**src/rtl/prng_serial_gen.sv**
```systemverilog
// Byte-serial Galois LFSR PRNG: seeded MSB-first, read out LSB-first, valid/ready on both sides.
// Define PRNG_ZERO_SEED_GUARD_EN to replace an all-zero assembled seed with RESET_SEED.
module prng_serial_gen #(
  parameter int                LFSR_W     = 32,
  parameter logic [LFSR_W-1:0] TAPS       = LFSR_W'(32'h8020_0003),
  parameter int                SHIFTS     = 8,
  parameter logic [LFSR_W-1:0] RESET_SEED = LFSR_W'(1)
) (
  input  logic       clk,
  input  logic       rstn,
  input  logic       load_seed,
  input  logic       din_valid,
  input  logic [7:0] data_in,
  output logic       din_ready,
  input  logic       get_random,
  output logic [7:0] data_out,
  output logic       dout_valid,
  input  logic       dout_ready,
  output logic       busy
);
  localparam int NBYTES = LFSR_W / 8;
  localparam int CW     = $clog2(NBYTES);
  localparam logic [CW-1:0] LAST_BYTE = CW'(NBYTES - 1);
  localparam logic [7:0]    LAST_STEP = 8'(SHIFTS - 1);

  typedef enum logic [1:0] {IDLE, SEEDLOAD, SHIFT, DATAOUT} state_t;

  state_t            state;
  logic [CW-1:0]     cnt;
  logic [7:0]        scnt;
  logic [LFSR_W-1:0] lfsr;
  logic [LFSR_W-1:0] seed_next;
  logic [LFSR_W-1:0] step_next;

  // Seed bytes enter at the bottom, so the first byte ends up in the MSB.
  assign seed_next = {lfsr[LFSR_W-9:0], data_in};
  assign step_next = (lfsr >> 1) ^ (lfsr[0] ? TAPS : '0);

  assign din_ready  = (state == SEEDLOAD);
  assign dout_valid = (state == DATAOUT);
  assign busy       = (state != IDLE);
  assign data_out   = (state == DATAOUT) ? lfsr[{cnt, 3'b000} +: 8] : 8'h00;

  always_ff @(posedge clk or negedge rstn) begin
    if (!rstn) begin
      state <= IDLE;
      cnt   <= '0;
      scnt  <= '0;
      lfsr  <= RESET_SEED;
    end else begin
      case (state)
        IDLE: begin
          if (load_seed) begin
            state <= SEEDLOAD;
            cnt   <= '0;
          end else if (get_random) begin
            state <= SHIFT;
            scnt  <= '0;
          end
        end
        SEEDLOAD: begin
          if (din_valid) begin
            if (cnt == LAST_BYTE) begin
              state <= IDLE;
              cnt   <= '0;
`ifdef PRNG_ZERO_SEED_GUARD_EN
              // An all-zero LFSR would lock up, so fall back to the reset seed.
              lfsr  <= (seed_next == '0) ? RESET_SEED : seed_next;
`else
              lfsr  <= seed_next;
`endif
            end else begin
              cnt  <= cnt + 1'b1;
              lfsr <= seed_next;
            end
          end
        end
        SHIFT: begin
          lfsr <= step_next;
          scnt <= scnt + 8'd1;
          if (scnt == LAST_STEP) begin
            state <= DATAOUT;
            cnt   <= '0;
          end
        end
        DATAOUT: begin
          if (dout_ready) begin
            if (cnt == LAST_BYTE) begin
              state <= IDLE;
              cnt   <= '0;
            end else begin
              cnt <= cnt + 1'b1;
            end
          end
        end
        default: state <= IDLE;
      endcase
    end
  end
endmodule

```
**config.mk**
```make
export PLATFORM = sky130hd
export DESIGN_NAME = prng_serial_gen
export DESIGN_NICKNAME = d
export VERILOG_FILES = /design/src/rtl/prng_serial_gen.sv
export SDC_FILE = /design/constraint.sdc
export NUM_CORES = 1
export LEC_CHECK = 0
export BUFFER_PORTS_ARGS = -buffer_cell sky130_fd_sc_hd__buf_2
export CAP_MARGIN = 20
export CORE_MARGIN = 5
export CORE_UTILIZATION = 55
export CTS_BUF_LIST = sky130_fd_sc_hd__clkbuf_8
export CTS_CLUSTER_DIAMETER = 100
export DETAILED_ROUTE_END_ITERATION = 10
export PLACE_DENSITY = 0.88
export SETUP_SLACK_MARGIN = 0.4
export SKIP_CTS_REPAIR_TIMING = 1
export SLEW_MARGIN = 20
export SYNTH_ARGS = -nofsm -noshare
export SYNTH_HDL_FRONTEND = slang
export SYNTH_SLANG_ARGS = --single-unit
```
**constraint.sdc**
```tcl
create_clock -name clk -period 1.8 [get_ports clk]
set_clock_uncertainty 0.2 [all_clocks]
set_input_delay 0.36 -clock clk [delete_from_list [all_inputs] [get_ports clk]]
set_output_delay 0.36 -clock clk [all_outputs]
set_load 0.02 [all_outputs]
```
==> impl_metrics.csv <==
group,metric,value,unit
power,powerDensity,2180,mW/mm2
sta,relSlewSlack,0.732,
floorplanning,die_w,78.4,um
logic_synthesis,synth_cell_types,40,
logic_synthesis,yosysSeqAreaShare,0.429,
floorplanning,io_pins,25,
logic_synthesis,synth_top_area_frac,0.418,
setup_path,cp.arrival,1.65,ns
clock_tree,clock_path_buffers,2,
run_status,violations,"negative setup slack",
clock_tree,cts_tree,"built",
setup_path,cp-end-kind,"output pin",
final_layout,syn_to_final_growth,51.3,%
clock_tree,cts-root-buf,"clkbuf_8",
run_status,status,"finished, violations left",
global_routing,antenna_found_initial,0,
detailed_routing,wire_per_inst,24.7,um
logic_synthesis,synth-main-ff-cell,"dfrtp_1",
logic_synthesis,avgSynthCellArea,12.7,um2
setup_path,worstSetupPathType,"reg -> out",
setup_path,crit_chain,"buf_6, mux4_2, nor2b_4, buf_6",
global_routing,grt_first_pass_wirelength,9550,um
setup_path,crit_path_start_kind,"register",
sta,fin_crit,2.21,ns
power,peakVddDrop,1.21,mV
logic_synthesis,synth_edf_count,0,
final_layout,num_antenna_cells,0,
global_routing,grt_pass1_vias,1960,
clock_tree,cts_max_level,2,
final_layout,layout_common_cells,"mux2_4, dfrtp_1, buf_6",
place,pre_cts_ws,-0.0520,ns
floorplanning,rows,24,
final_layout,nets,288,
global_routing,grt_usage,0.197,
logic_synthesis,netlist_area,0.00257,mm2
clock_tree,clkLatencyLatePin,0.31,ns
place,dpl.hpwl,3980,um
sta,finalSetupViolations,43,
clock_tree,cts_buffers,5,
logic_synthesis,netlist_instances,203,
floorplanning,die_h,78.4,um
place,io_buffers,24,
clock_tree,clk_pin_slew,0.09,ns
clock_tree,clock_sinks,44,
final_layout,fin_cells,325,
detailed_routing,drc,0,
setup_path,worstPathMaxFanout,3,
detailed_routing,wl,8040,um
sta,timing.final.crit_share,1.23,
logic_synthesis,yosysWarnings,0,
setup_path,path_buf_inv,2,
sta,finalWorstSetupSlack,-0.406,ns
sta,drv_slew,0,
final_layout,drive_above_1_share,0.700,
detailed_routing,firstDrtPassIters,4,
sta,fmax,453,MHz
detailed_routing,num_vias,2066,
sta,hold_violations,0,
floorplanning,start_util,0.579,
logic_synthesis,yosys.area.top_type,"dfrtp_1",
power,p_leak,1.79,nW
detailed_routing,drt_iter0_markers,122,
setup_path,critPathMaxStageDelay,0.52,ns
final_layout,final_common_cell,"mux2_4",
logic_synthesis,synth-seq-cells,44,
place,dp_cells,296,
detailed_routing,routed_via_density,6.36,
detailed_routing,postRouteAntennaNets,0,
logic_synthesis,syn_nets,219,
setup_path,cp.required,1.24,ns
logic_synthesis,synth.area.top_cells,"dfrtp_1, mux2_2, mux4_2",
logic_synthesis,async_reset_ff_frac,1.00,
sta,rsz0062_at_grt,"yes",
setup_path,crit_path_frequent_cell,"buf_6",
sta,tightest_slew,0.398,ns
floorplanning,dieArea,0.00614,mm2
worst_hold_path,hold_class,"in -> reg",
setup_path,crit_family,"multiplexers",
floorplanning,core-area,0.00444,mm2
setup_path,cp_slowest_cell,"mux4_2",
global_routing,grt_max_degree,45,
global_routing,grt-ovfl-total,0,
job,drv_cap,0,
place,gp_congestion,0.810,
==> synthesized netlist by cell type, drive strengths merged, types with 2 or more instances <==
cell type	number
nand3	4
a21oi	3
xor2	3
nor3b	2
o21ai	4
ha	2
nand4	3
nor2	3
clkbuf	3
nand2	10
dfrtp	43
buf	11
nor2b	11
a31oi	4
mux2i	3
inv	3
mux4	8
nand3b	2
mux2	64
==> layout make-up <==
class	count	area, um2
multi-input combinational	142	1740
sequential	44	1110
timing repair buffer	76	806
fill	192	553
clock inverter	3	90.1
clock buffer	5	68.8
tap	52	65.1
inverter	3	11.3
==> state kept, by name, summed over array words and instances, names as in the netlist <==
| signal | cells |
|---|---|
| cnt | 2 |
| lfsr | 32 |
| scnt | 8 |
| state | 2 |
==> worst reg2reg max path: stages, from the launching register on <==
cell,delay (ns)
dfrtp_2,0.46
buf_4,0.18
nor2b_4,0.20
clkbuf_16,0.20
mux2_4,0.31
mux2_4,0.27
==> stage by stage <==
step	total power, W	utilization	setup TNS [ns]	hold WS, ns	area (um2)
finish	0.00850	0.876	-6.54	0.0949	3890
global route	0.00888	0.876	-7.92	0.0979	3890
CTS	0.00676	0.729	-3.47	-0.170	3240
detailed placement	0.00569	0.694	-0.295	0.155	3080
global placement	0.00553	0.694	-0.0632	0.156	3080
floorplan	0.00466	-	0	-0.136	2750
==> worst paths after layout <==
path	startpoint	endpoint	slack [ns]	depth (start not counted)
min in group asynchronous	rstn	scnt[6]	0.35	3
worst min register to register	scnt[0]	scnt[0]	0.36	1
worst max register to register	state[0]	lfsr[24]	-0.14	5
max in group asynchronous	rstn	lfsr[0]	0.79	3
worst max-delay path	cnt[1]	data_out[6]	-0.41	4
worst min-delay path	dout_ready	state[1]	0.09	2
==> routing by layer <==
metal / global-route usage / share of wire / up-vias / routed length (um)
met5: 0 / 0 / - / 0
met3: 0.0412 / 0.050 / 33 / 401
met4: 0.0699 / 0.044 / 0 / 355
met1: 0.254 / 0.41 / 1058 / 3290
li1: - / - / 891 / -
met2: 0.330 / 0.50 / 84 / 3990
==> power by group <==
group / switching (W) / internal (W)
Clock: 0.000380 / 0.000694
Combinational: 0.00203 / 0.00330
Sequential: 0.000585 / 0.00151
==> logic make-up after synthesis <==
kind of cell               share of synthesized area
muxes                                          0.362
and+or+nand+nor                               0.0978
DFF                                            0.429
AOI/OAI and AO/OA                             0.0472
buffers and inverters                         0.0447
xor gates and xnor gates                      0.0102
adders and majority gates                    0.00973
No activity file was read; power rests on OpenSTA's default activity.
